<file path="config.mk">
export PLATFORM = sky130hd
export DESIGN_NAME = pinwheel_bus_arbiter_flat
export DESIGN_NICKNAME = d
export VERILOG_FILES = /design/src/rtl/pinwheel_bus_arbiter_if.sv /design/src/rtl/pinwheel_bus_arbiter.sv /design/src/flat_wrapper.sv
export SDC_FILE = /design/constraint.sdc
export NUM_CORES = 1
export LEC_CHECK = 0
export CAP_MARGIN = 20
export CORE_AREA = 2 2 121 123
export CTS_BUF_LIST = sky130_fd_sc_hd__clkbuf_4
export CTS_CLUSTER_DIAMETER = 60
export DETAILED_ROUTE_END_ITERATION = 10
export DIE_AREA = 0 0 123 125
export PLACE_DENSITY_LB_ADDON = 0.1
export SYNTH_ARGS = -nofsm -noshare
export SYNTH_HDL_FRONTEND = slang
export SYNTH_SLANG_ARGS = --single-unit
export TNS_END_PERCENT = 1
</file>
<file path="constraint.sdc">
create_clock -name clock -period 3.25 [get_ports clock]
set_clock_uncertainty 0.2 [all_clocks]
set_input_delay 0.65 -clock clock [delete_from_list [all_inputs] [get_ports clock]]
set_output_delay 0.65 -clock clock [all_outputs]
set_load 0.005 [all_outputs]
</file>
<file path="src/rtl/pinwheel_bus_arbiter_if.sv">
// Shared-bus arbiter signal bundle: core port, debug port and the arbitrated data bus.
// The arbiter connects through the slave modport; the driving environment uses master.
interface pinwheel_bus_arbiter_if;
  logic [31:0] core_addr;
  logic [31:0] core_wdata;
  logic [3:0]  core_wmask;
  logic        core_rden;
  logic        core_wren;
  logic [31:0] core_rdata;

  logic        dbg_req;
  logic        dbg_we;
  logic [31:0] dbg_addr;
  logic [31:0] dbg_wdata;
  logic [3:0]  dbg_wmask;
  logic        dbg_ack;
  logic        dbg_err;
  logic [31:0] dbg_rdata;
  logic        dbg_busy;

  logic [31:0] bus_addr;
  logic [31:0] bus_wdata;
  logic [3:0]  bus_wmask;
  logic        bus_rden;
  logic        bus_wren;
  logic [31:0] bus_rdata;

  modport slave (
    input  core_addr, core_wdata, core_wmask, core_rden, core_wren,
    output core_rdata,
    input  dbg_req, dbg_we, dbg_addr, dbg_wdata, dbg_wmask,
    output dbg_ack, dbg_err, dbg_rdata, dbg_busy,
    output bus_addr, bus_wdata, bus_wmask, bus_rden, bus_wren,
    input  bus_rdata
  );

  modport master (
    output core_addr, core_wdata, core_wmask, core_rden, core_wren,
    input  core_rdata,
    output dbg_req, dbg_we, dbg_addr, dbg_wdata, dbg_wmask,
    input  dbg_ack, dbg_err, dbg_rdata, dbg_busy,
    input  bus_addr, bus_wdata, bus_wmask, bus_rden, bus_wren,
    output bus_rdata
  );
endinterface

</file>
<file path="src/rtl/pinwheel_bus_arbiter.sv">
// Core-priority arbiter sharing one data bus between the core and a debug port.
// Define PINWHEEL_ARB_TIMEOUT_EN to abort starved debug requests after TIMEOUT_CYCLES.
module pinwheel_bus_arbiter #(
  parameter logic [15:0] TIMEOUT_CYCLES = 16'd1000
) (
  input logic                    clock,
  input logic                    tick_reset_in,
  pinwheel_bus_arbiter_if.slave  arb
);

  typedef enum logic [1:0] {IDLE, PEND, RESP} state_t;

  typedef struct packed {
    logic        we;
    logic [31:0] addr;
    logic [31:0] wdata;
    logic [3:0]  wmask;
  } dbg_txn_t;

  if (TIMEOUT_CYCLES == 16'd0) begin : g_bad_timeout
    $error("TIMEOUT_CYCLES must be in 1..65535");
  end

  state_t   state, state_nxt;
  dbg_txn_t txn;
  logic [15:0] wait_cnt, wait_nxt;
  logic core_act;
  logic take;
  logic dbg_issue;
  logic in_resp;

`ifdef PINWHEEL_ARB_TIMEOUT_EN
  logic err_q, err_nxt;
  logic timeout_hit;
  // Fires on the last permitted waiting cycle so RESP follows the TIMEOUT_CYCLES-th PEND cycle.
  assign timeout_hit = (wait_cnt >= (TIMEOUT_CYCLES - 16'd1));
`endif

  assign core_act       = arb.core_rden | arb.core_wren;
  assign arb.core_rdata = arb.bus_rdata;

  always_ff @(posedge clock) begin
    if (tick_reset_in) begin
      state    <= IDLE;
      wait_cnt <= '0;
      txn      <= '0;
`ifdef PINWHEEL_ARB_TIMEOUT_EN
      err_q    <= 1'b0;
`endif
    end else begin
      state    <= state_nxt;
      wait_cnt <= wait_nxt;
      if (take) txn <= '{we: arb.dbg_we, addr: arb.dbg_addr,
                         wdata: arb.dbg_wdata, wmask: arb.dbg_wmask};
`ifdef PINWHEEL_ARB_TIMEOUT_EN
      err_q    <= err_nxt;
`endif
    end
  end

  always_comb begin
    state_nxt = state;
    wait_nxt  = wait_cnt;
    take      = 1'b0;
    dbg_issue = 1'b0;
`ifdef PINWHEEL_ARB_TIMEOUT_EN
    err_nxt   = err_q;
`endif
    case (state)
      IDLE: begin
        if (arb.dbg_req) begin
          take      = 1'b1;
          wait_nxt  = '0;
          state_nxt = PEND;
        end
      end
      PEND: begin
        if (!core_act) begin
          dbg_issue = 1'b1;
          state_nxt = RESP;
`ifdef PINWHEEL_ARB_TIMEOUT_EN
          err_nxt   = 1'b0;
        end else if (timeout_hit) begin
          state_nxt = RESP;
          err_nxt   = 1'b1;
`endif
        end else if (wait_cnt != 16'hFFFF) begin
          wait_nxt = wait_cnt + 16'd1;
        end
      end
      RESP:    state_nxt = IDLE;
      default: state_nxt = IDLE;
    endcase

    // Core always wins the bus; a debug access only goes out in a core-idle PEND cycle.
    arb.bus_addr  = '0;
    arb.bus_wdata = '0;
    arb.bus_wmask = '0;
    arb.bus_rden  = 1'b0;
    arb.bus_wren  = 1'b0;
    if (core_act) begin
      arb.bus_addr  = arb.core_addr;
      arb.bus_wdata = arb.core_wdata;
      arb.bus_wmask = arb.core_wmask;
      arb.bus_rden  = arb.core_rden;
      arb.bus_wren  = arb.core_wren;
    end else if (dbg_issue && !tick_reset_in) begin
      arb.bus_addr  = txn.addr;
      arb.bus_wdata = txn.wdata;
      arb.bus_wmask = txn.wmask;
      arb.bus_rden  = !txn.we;
      arb.bus_wren  = txn.we;
    end

    in_resp       = !tick_reset_in && (state == RESP);
    arb.dbg_busy  = !tick_reset_in && (state != IDLE);
    arb.dbg_ack   = in_resp;
    arb.dbg_rdata = '0;
`ifdef PINWHEEL_ARB_TIMEOUT_EN
    arb.dbg_err   = in_resp && err_q;
    if (in_resp && !txn.we && !err_q) arb.dbg_rdata = arb.bus_rdata;
`else
    arb.dbg_err   = 1'b0;
    if (in_resp && !txn.we) arb.dbg_rdata = arb.bus_rdata;
`endif
  end

endmodule

</file>
<file path="src/flat_wrapper.sv">
// flat-port wrapper written by rule: the top's interface ports become plain ports
module pinwheel_bus_arbiter_flat 
#(
  parameter logic [15:0] TIMEOUT_CYCLES = 16'd1000
)
  (clock, tick_reset_in, arb_core_addr, arb_core_wdata, arb_core_wmask, arb_core_rden, arb_core_wren, arb_core_rdata, arb_dbg_req, arb_dbg_we, arb_dbg_addr, arb_dbg_wdata, arb_dbg_wmask, arb_dbg_ack, arb_dbg_err, arb_dbg_rdata, arb_dbg_busy, arb_bus_addr, arb_bus_wdata, arb_bus_wmask, arb_bus_rden, arb_bus_wren, arb_bus_rdata);
  pinwheel_bus_arbiter_if arb_i ();
  input logic clock;
  input logic tick_reset_in;
  input wire logic [$bits(arb_i.core_addr)-1:0] arb_core_addr;
  input wire logic [$bits(arb_i.core_wdata)-1:0] arb_core_wdata;
  input wire logic [$bits(arb_i.core_wmask)-1:0] arb_core_wmask;
  input wire logic [$bits(arb_i.core_rden)-1:0] arb_core_rden;
  input wire logic [$bits(arb_i.core_wren)-1:0] arb_core_wren;
  output wire logic [$bits(arb_i.core_rdata)-1:0] arb_core_rdata;
  input wire logic [$bits(arb_i.dbg_req)-1:0] arb_dbg_req;
  input wire logic [$bits(arb_i.dbg_we)-1:0] arb_dbg_we;
  input wire logic [$bits(arb_i.dbg_addr)-1:0] arb_dbg_addr;
  input wire logic [$bits(arb_i.dbg_wdata)-1:0] arb_dbg_wdata;
  input wire logic [$bits(arb_i.dbg_wmask)-1:0] arb_dbg_wmask;
  output wire logic [$bits(arb_i.dbg_ack)-1:0] arb_dbg_ack;
  output wire logic [$bits(arb_i.dbg_err)-1:0] arb_dbg_err;
  output wire logic [$bits(arb_i.dbg_rdata)-1:0] arb_dbg_rdata;
  output wire logic [$bits(arb_i.dbg_busy)-1:0] arb_dbg_busy;
  output wire logic [$bits(arb_i.bus_addr)-1:0] arb_bus_addr;
  output wire logic [$bits(arb_i.bus_wdata)-1:0] arb_bus_wdata;
  output wire logic [$bits(arb_i.bus_wmask)-1:0] arb_bus_wmask;
  output wire logic [$bits(arb_i.bus_rden)-1:0] arb_bus_rden;
  output wire logic [$bits(arb_i.bus_wren)-1:0] arb_bus_wren;
  input wire logic [$bits(arb_i.bus_rdata)-1:0] arb_bus_rdata;
  assign arb_i.core_addr = arb_core_addr;
  assign arb_i.core_wdata = arb_core_wdata;
  assign arb_i.core_wmask = arb_core_wmask;
  assign arb_i.core_rden = arb_core_rden;
  assign arb_i.core_wren = arb_core_wren;
  assign arb_core_rdata = arb_i.core_rdata;
  assign arb_i.dbg_req = arb_dbg_req;
  assign arb_i.dbg_we = arb_dbg_we;
  assign arb_i.dbg_addr = arb_dbg_addr;
  assign arb_i.dbg_wdata = arb_dbg_wdata;
  assign arb_i.dbg_wmask = arb_dbg_wmask;
  assign arb_dbg_ack = arb_i.dbg_ack;
  assign arb_dbg_err = arb_i.dbg_err;
  assign arb_dbg_rdata = arb_i.dbg_rdata;
  assign arb_dbg_busy = arb_i.dbg_busy;
  assign arb_bus_addr = arb_i.bus_addr;
  assign arb_bus_wdata = arb_i.bus_wdata;
  assign arb_bus_wmask = arb_i.bus_wmask;
  assign arb_bus_rden = arb_i.bus_rden;
  assign arb_bus_wren = arb_i.bus_wren;
  assign arb_i.bus_rdata = arb_bus_rdata;
  pinwheel_bus_arbiter #(.TIMEOUT_CYCLES(TIMEOUT_CYCLES)) u_core (.clock(clock), .tick_reset_in(tick_reset_in), .arb(arb_i));
endmodule
</file>
==> key figures, run 1 <==
Critical path
  • Startpoint type of the worst setup path: flop
  • Setup CP Type: flop to primary output
  • R2R Path Start: u_core.state[0]
  • CP Max Fanout: 20
  • Crit path launch: u_core.state[0]
  • CP arrival: 2.28 ns
  • Setup crit end kind: primary output
  • Required time worst endpoint: 2.40 ns

Global route
  • Number of global-route vias before repair: 4189
  • GRT Overall Usage: 0.182
  • Wire length of the first global-routing pass: 21700 um
  • Grt ovf: 0
  • Largest net degree at the start of global routing: 72
  • Initial antenna violation count: 1

Die
  • Die Span X: 123 um
  • # IOs: 311
  • Die height: 125 um
  • Rows: 44
  • DIE AREA: 15400 um2
  • Initial core utilization: 0.255
  • Core Area: 14200 um2

Logic synthesis
  • Yosys Warn Count: 0
  • Net Count, Synth: 643
  • Post-Syn Instances: 469
  • Cell area after synthesis: 3620 um2
  • Seq/Total Area, Yosys: 0.393
  • Avg Synthesized Cell Area: 7.72 um2
  • Count of different cell masters after synthesis: 19
  • Register bit total from synthesis: 71

Drt
  • Final ANT Viol Nets: 0
  • WL per Instance: 16.4 um
  • Iter 0 DRT Violations: 105
  • Drt first pass iters: 4
  • Number of remaining DRC errors: 0
  • Via/cell ratio: 4.54
  • Via count: 4176
  • Final WL: 15000 um

Clock network
  • Clock sinks: 71
  • H-Tree Depth: 3
  • CTS tree: yes
  • Max Buffers Root-to-Sink: 2
  • Skew-Pair Late Insertion Delay: 0.41 ns
  • Clk slew on worst S/H paths: 0.11 ns
  • Clock buffer count from CTS: 9
  • Clk root buf: clkbuf_4

STA
  • RSZ-0062 raised after global routing: true
  • Least-Margin Pin Slew: 0.768 ns
  • Fmax: 320 MHz
  • Final Hold Vio Count: 0
  • Final setup vio count: 0
  • Final cycle utilization of the critical path: 0.963
  • Post-layout min period: 3.13 ns
  • Slew Limit Headroom: 0.488
  • Pins Over Slew Limit: 0

Cells and area
  • Finished Core Util: 0.493
  • NumNets Final: 904
  • Area Growth Syn to Fin: 93.4%
  • Share of cells above drive strength 1: 0.0518

Power and ir drop
  • PwrDens: 288 nW/um2
  • Lkg Pwr: 3.12 nW
  • Final Power: 2.02 mW
  • Max VDD drop: 0.128 mV

Min path
  • HP Start: u_core.txn[56]
  • Hold Crit Class: flop to flop

Place
  • # port buffers: 309
  • Post-DP HPWL: 11000 um
  • Final GP Congestion: 0.773

Outcome
  • Status: finished clean

Flow run
  • Max-cap viol count: 0
-- through the flow --
step	cell area, um2	setup TNS [ns]	setup slack [ns]	hold WS (ns)	std cells
finish	7000	0	0.121	0.260	919
floorplan	3620	0	0.677	0.236	469
global route	7000	-0.368	-0.0352	0.285	919
CTS	6800	0	0.000909	0.263	915
detailed placement	6650	-2.86	-0.0853	0.247	898
global placement	6650	-0.781	-0.0289	0.244	898
-- cell families after synthesis --
logic type,after synthesis,share of synthesized area
buf+inv,75,0.119
other cells,1,0.00104
simple gates,183,0.224
flops,71,0.393
compound gates,139,0.264
-- layer usage --
layer | vias up | wire length [um] | GRT usage
li1 | 2085 | - | -
met1 | 1890 | 5590 | 0.190
met2 | 178 | 8040 | 0.344
met3 | 23 | 1070 | 0.0456
met4 | 0 | 334 | 0.0642
met5 | - | 0 | 0
-- registers in the layout (all words and copies together) (netlist names) --
| signal | count |
|---|---|
| u_core.txn | 69 |
| u_core.state | 2 |
-- synth_stat cells --
cell type	instances	area [um2]
nor3b_1	1	7.51
buf_6	1	11.3
a31o_2	1	8.76
a21oi_1	70	350
buf_4	34	255
nor2_1	3	11.3
nand3b_1	1	7.51
conb_1	1	3.75
nor3b_2	3	37.5
and2_1	32	200
a22o_1	68	596
or2_2	1	6.26
clkbuf_1	29	109
nand2_1	140	526
dfxtp_1	71	1420
buf_2	10	50.1
and2b_1	1	7.51
or3b_2	1	8.76
inv_1	1	3.75
-- critical path, cell delays in order, from the launching register on --
cell	delay, ns
dfxtp_4	0.39
nor3b_4	0.23
nor3b_4	0.28
bufbuf_16	0.34
a22o_1	0.14
clkdlybuf4s50_1	0.49
-- final timing paths --
check | endpoint | slack, ns | depth (start not counted)
hold / removal | u_core.txn[56] | 0.26 | 2
setup / recovery | arb_bus_wdata[21] | 0.12 | 5
hold reg to reg | u_core.txn[56] | 0.26 | 2
setup reg to reg | u_core.txn[20] | 1.23 | 5
-- area by class of cell --
class                           count  area, um2
Antenna cell                        1       2.50
Inverter                            1       3.75
Tap cell                          184        230
Sequential cell                    71       1430
Clock buffer                        9       67.6
Timing Repair Buffer              324       3450
Multi-Input combinational cell    323       1800
Clock inverter                      6       28.8
Fill cell                        1374       7200
-- what timing repair did --
| item | 4_1_cts | 5_1_grt |
|---|---|---|
| hold buffers | 0 | 0 |
| pin swaps | 1 | 1 |
| gates resized for setup | 8 | 50 |
| setup buffers | 1 | 1 |
| cloned | 1 | 2 |
| endpoints found under the setup margin | 68 | 68 |
-- layout by cell type, fill, tap and decap left out, drive strengths merged --
master,synthesis,routed
clkdlybuf4s50,0,259
nand2,140,140
dfxtp,71,71
a21oi,70,70
a22o,68,68
dlymetal6s2s,0,47
and2,32,32
buf,45,13
clkbuf,29,11
clkinv,0,5
nor3b,4,4
nor2,3,3
dlygate4sd2,0,2
diode,0,1
and2b,1,1
or2,1,1
inv,1,1
a31o,1,1
or3b,1,1
nand3b,1,1
conb,1,1
clkinvlp,0,1
bufbuf,0,1
-- where the power goes --
group | leakage (nW) | internal, mW | switching, mW
combinational | 2.49 | 0.405 | 0.211
clock | 0.0541 | 0.143 | 0.299
sequential | 0.585 | 0.925 | 0.0367
Note: power is estimated with default switching activity, not from simulation.
==> inputs of run 2 (changes only) <==
==> constraint.sdc (replaced) <==
create_clock -name clock -period 3.25 [get_ports clock]
set_clock_uncertainty 0.2 [all_clocks]
set_input_delay 0.4875 -clock clock [delete_from_list [all_inputs] [get_ports clock]]
set_output_delay 0.4875 -clock clock [all_outputs]
set_load 0.005 [all_outputs]
==> key figures, run 2 (synthesis results as in run 1) <==
Outcome
  • Status: finished clean

STA
  • Final setup vio count: 0
  • RSZ-0062 raised after global routing: false
  • Fmax: 327 MHz
  • Post-layout min period: 3.06 ns
  • Least-Margin Pin Slew: 0.898 ns
  • Final worst slack: 0.192 ns
  • Pins Over Slew Limit: 0
  • Final cycle utilization of the critical path: 0.941
  • Final hold slack: 0.262 ns
  • Final Hold Vio Count: 0
  • Slew Limit Headroom: 0.401
  • Setup TNS: 0 ns

Place
  • Post-DP HPWL: 10800 um
  • Area post-placement: 6630 um2
  • # port buffers: 309
  • Final GP Congestion: 0.755
  • Dpl ws: 0.253 ns

Die
  • Die height: 125 um
  • Die Span X: 123 um
  • Initial core utilization: 0.255
  • Rows: 44
  • # IOs: 311
  • Core Area: 14200 um2
  • DIE AREA: 15400 um2

Global route
  • Grt ovf: 0
  • Initial antenna violation count: 1
  • Largest net degree at the start of global routing: 72
  • Number of global-route vias before repair: 4164
  • GRT Overall Usage: 0.177
  • Wire length of the first global-routing pass: 21300 um

Drt
  • Iter 0 DRT Violations: 115
  • Final WL: 14200 um
  • Via count: 4182
  • Via/cell ratio: 4.57
  • Number of remaining DRC errors: 0
  • WL per Instance: 15.5 um
  • Drt first pass iters: 4
  • Final ANT Viol Nets: 0

Critical path
  • Most frequent CP cell: nor3b_4
  • Bufs and invs on worst path: 2
  • Setup CP Type: flop to primary output
  • Required time worst endpoint: 2.56 ns
  • CP peak stage delay: 0.51 ns
  • Startpoint type of the worst setup path: flop
  • CP Max Fanout: 29
  • CP arrival: 2.37 ns
  • Slowest CP cell: clkdlybuf4s50_1
  • CP delay by family, top: buffers and inverters
  • Setup crit end kind: primary output
  • Chain of cells forming the critical path: nor3b_4 -> nor3b_4 -> buf_6 -> a22o_1 -> clkdlybuf4s50_1

Power and ir drop
  • Final Power: 2.44 mW
  • Switching Share: 0.230
  • Clk pwr share: 0.352
  • Sequential Power Share: 0.395
  • Internal power: 1.87 mW
  • PwrDens: 355 nW/um2
  • Max VDD drop: 0.204 mV
  • Power share of the combinational group: 0.253
  • Lkg Pwr: 2.58 nW
  • NetSw: 561 uW

Cells and area
  • Max reg flops: 69
  • Cell area after layout: 6870 um2
  • Leading cell type in the layout, fill and taps excluded: clkdlybuf4s50_1
  • Largest Register: u_core.txn
  • Commonest cells after routing, fill and taps aside: clkdlybuf4s50_1 (308), nand2_1 (140), a21oi_1 (70)
  • FF/Latch Area: 1420 um2
  • Fill count: 1364
  • Area occupied by multi-input gates: 1790 um2
  • Biggest regs: u_core.txn: 69 flops, u_core.state: 2 flops
  • Share of cells above drive strength 1: 0.0466
  • NumNets Final: 899
  • Area Growth Syn to Fin: 89.7%

Clock network
  • H-Tree Depth: 3
  • CTS tree: yes
  • CTS Hold Buffers Added: 0
  • Clock buffer count from CTS: 9
  • Clk root buf: clkbuf_4
  • Clk slew on worst S/H paths: 0.12 ns
  • Max Buffers Root-to-Sink: 2
  • Skew-Pair Late Insertion Delay: 0.42 ns
  • Clock sinks: 71

Min path
  • Hold Crit Class: flop to flop

Flow run
  • Max-cap viol count: 0
run 2: changes by cell type in the layout (fill, tap and decap cells not counted), sizes merged, moves of 2 or more:
cell / delta
clkdlybuf4s50: +49
dlymetal6s2s: -47
bufinv: +5
clkinv: -3
buf: -2
clkbuf: -2
dlygate4sd2: -2
run 2: path summary, 6_finish.rpt:
check / endpoint / start / slack (ns) / cells past startpoint
worst max-delay path: arb_bus_addr[1] / u_core.state[0] / 0.19 / 5
worst min-delay path: u_core.txn[18] / u_core.txn[18] / 0.26 / 2
worst max register to register: u_core.txn[28] / u_core.state[1] / 1.16 / 4
worst min register to register: u_core.txn[18] / u_core.txn[18] / 0.26 / 2
run 2: tightest hold or removal path, delay by kind of cell, from the launching register on:
kind,cells,cell delay [ns]
AOI/OAI and AO/OA,1,0.05
and+or+nand+nor,1,0.05
DFF,1,0.32
run 2: layout make-up:
class,instances,share of cell area
repair buffers,319,0.465
diodes,1,0.000364
clock buffers,9,0.00984
inverters,1,0.000547
flip-flops and latches,71,0.207
well taps,184,0.0335
clock inverters,7,0.0231
multi-input cells,323,0.261
run 2: per-stage QoR:
| stage | std cells | util |
|---|---|---|
| after CTS | 914 | 0.483 |
| after detailed placement | 898 | 0.467 |
| after floorplan | 469 | - |
| after global routing | 915 | 0.484 |
| final | 915 | 0.484 |
| after global placement | 898 | 0.467 |
run 2: power by group through the flow:
stage                     clock network [mW]  registers, mW  logic, mW
after floorplan                            0          0.967      0.237
after global placement                     0          0.982      0.612
after detailed placement                   0          0.982      0.621
after CTS                              0.884          0.963      0.624
after global routing                   0.920          0.970      0.673
final                                  0.857          0.962      0.617
run 2: layer usage:
metal | vias to the layer above | share of wire | GRT usage
met4 | 0 | 0.027 | 0.0742
li1 | 2077 | - | -
met1 | 1894 | 0.36 | 0.182
met5 | - | 0 | 0
met2 | 187 | 0.53 | 0.331
met3 | 24 | 0.082 | 0.0456
run 2: what timing repair did:
action,CTS,global route
buffers inserted,0,0
setup endpoints to repair,28,68
gates resized for setup,1,3
==> inputs of run 3 (changes only) <==
--- a/config.mk
+++ b/config.mk
@@ -6,11 +6,11 @@
 export NUM_CORES = 1
 export LEC_CHECK = 0
 export CAP_MARGIN = 20
-export CORE_AREA = 2 2 121 123
+export CORE_AREA = 2 2 120 122
 export CTS_BUF_LIST = sky130_fd_sc_hd__clkbuf_4
 export CTS_CLUSTER_DIAMETER = 60
 export DETAILED_ROUTE_END_ITERATION = 10
-export DIE_AREA = 0 0 123 125
+export DIE_AREA = 0 0 122 124
 export PLACE_DENSITY_LB_ADDON = 0.1
 export SYNTH_ARGS = -nofsm -noshare
 export SYNTH_HDL_FRONTEND = slang
==> constraint.sdc (replaced) <==
create_clock -name clock -period 2.66 [get_ports clock]
set_clock_uncertainty 0.2 [all_clocks]
set_input_delay 0.399 -clock clock [delete_from_list [all_inputs] [get_ports clock]]
set_output_delay 0.399 -clock clock [all_outputs]
set_load 0.005 [all_outputs]
==> key figures, run 3 (synthesis results as in run 1) <==
STA
  • Post-layout min period: 2.75 ns
  • Final cycle utilization of the critical path: 1.04
  • Final Hold Vio Count: 0
  • Final worst slack: -0.0937 ns
  • Pins Over Slew Limit: 0
  • Setup TNS: -0.794 ns
  • Final hold slack: 0.262 ns
  • Fmax: 363 MHz
  • RSZ-0062 raised after global routing: true
  • Final setup vio count: 19

Critical path
  • Setup CP Type: flop to primary output
  • Slowest CP cell: clkdlybuf4s50_1
  • Required time worst endpoint: 2.06 ns
  • Most frequent CP cell: nor3b_4
  • Chain of cells forming the critical path: nor3b_4 -> nor3b_4 -> buf_12 -> clkbuf_16 -> a22o_1 -> clkdlybuf4s50_1
  • CP arrival: 2.15 ns
  • Flop-to-flop setup slack: 0.86 ns
  • CP Max Fanout: 14
  • Setup crit end kind: primary output
  • CP peak stage delay: 0.49 ns
  • Startpoint type of the worst setup path: flop

Global route
  • Largest net degree at the start of global routing: 39
  • Wire length of the first global-routing pass: 20700 um
  • GRT Overall Usage: 0.178
  • Initial antenna violation count: 1
  • Grt ovf: 0
  • Number of global-route vias before repair: 3874

Cells and area
  • Share of cells above drive strength 1: 0.0660
  • Commonest cells after routing, fill and taps aside: clkdlybuf4s50_1 (225), nand2_1 (140), a21oi_1 (70), dfxtp_1 (70), a22o_1 (68)
  • Biggest regs: u_core.txn: 69 flops, u_core.state: 2 flops
  • Area Growth Syn to Fin: 91.4%
  • Leading cell type in the layout, fill and taps excluded: clkdlybuf4s50_1
  • Max reg flops: 69
  • Finished Core Util: 0.505
  • NumNets Final: 911
  • Non-Filler Instances: 922
  • Largest Register: u_core.txn
  • Fill count: 1335
  • Number of diodes: 0
  • Cell area after layout: 6930 um2

Drt
  • Via count: 4214
  • WL per Instance: 15.9 um
  • Number of remaining DRC errors: 0
  • Via/cell ratio: 4.57
  • Final ANT Viol Nets: 0
  • Iter 0 DRT Violations: 109
  • Drt first pass iters: 4
  • Final WL: 14700 um

Place
  • # port buffers: 309
  • Final GP Congestion: 0.758
  • Placed insts: 899
  • Post-DP HPWL: 11100 um
  • Area post-placement: 6700 um2
  • Dpl ws: -0.170 ns

Die
  • Die height: 124 um
  • DIE AREA: 15100 um2
  • # IOs: 311
  • Initial core utilization: 0.264
  • Rows: 43
  • Die Span X: 122 um
  • Core Area: 13700 um2

Min path
  • Hold Crit Class: flop to flop

Clock network
  • Clock sinks: 71
  • CTS tree: yes
  • CTS Hold Buffers Added: 0
  • Clk slew on worst S/H paths: 0.11 ns
  • Skew-Pair Late Insertion Delay: 0.41 ns
  • Max Buffers Root-to-Sink: 2
  • Clk root buf: clkbuf_4
  • Clock buffer count from CTS: 9
  • H-Tree Depth: 3

Flow run
  • Max-cap viol count: 0

Outcome
  • Violated checks: setup timing
  • Status: complete, but fails checks

Power and ir drop
  • Max VDD drop: 0.192 mV
  • PwrDens: 371 nW/um2
  • Final Power: 2.57 mW
  • Lkg Pwr: 3.02 nW
[run 3: cell types whose count changed in the layout (fill, tap and decap cells not counted), sizes merged]
cell | previous run | this run
dlygate4sd2 | 0 | 62
bufinv | 5 | 1
dlymetal6s2s | 0 | 19
clkbuf | 9 | 11
clkinvlp | 0 | 2
clkdlybuf4s15 | 0 | 1
buf | 11 | 22
diode | 1 | 0
clkinv | 2 | 4
clkdlybuf4s50 | 308 | 225
[run 3: final timing paths]
path / startpoint / end / cells past startpoint
worst min register to register: u_core.txn[66] / u_core.txn[66] / 2
worst min-delay path: u_core.txn[66] / u_core.txn[66] / 2
worst max-delay path: u_core.state[1] / arb_bus_addr[19] / 6
worst max register to register: u_core.state[1] / u_core.txn[44] / 5
[run 3: area by class of cell]
type	instances	area (um2)	share of cell area
clock buffer	9	67.6	0.00975
inverter	1	3.75	0.000542
clock inverter	7	63.8	0.00921
tap	180	225	0.0325
multi-input combinational	323	1800	0.259
timing repair buffer	331	3350	0.483
sequential	71	1430	0.206
[run 3: worst max-delay path: cells and delay by family, from the launching register on]
family / cells / cell delay (ns)
DFF: 1 / 0.37
AOI/OAI and AO/OA: 1 / 0.12
and+or+nand+nor: 2 / 0.43
buffers and inverters: 3 / 0.80
[run 3: repair_timing]
item                                    in CTS  in global routing
pin swaps                                    6                  0
resized for setup                           76                 21
setup buffers                                4                  1
gates cloned                                 1                  1
endpoints found under the setup margin     100                 78
[run 3: power by group]
part           internal, mW  switching, mW  leakage [nW]  total (mW)
Combinational         0.472          0.257          2.36       0.729
Sequential             1.13         0.0419         0.584        1.17
Clock                 0.278          0.391        0.0691       0.670
Total                  1.88          0.690          3.02        2.57
[run 3: layer usage]
metal | track usage | share of wire | routed length, um
met1 | 0.178 | 0.36 | 5350
met2 | 0.354 | 0.54 | 8000
met3 | 0.0449 | 0.077 | 1140
met4 | 0.0618 | 0.014 | 207
met5 | 0 | 0.0010 | 15
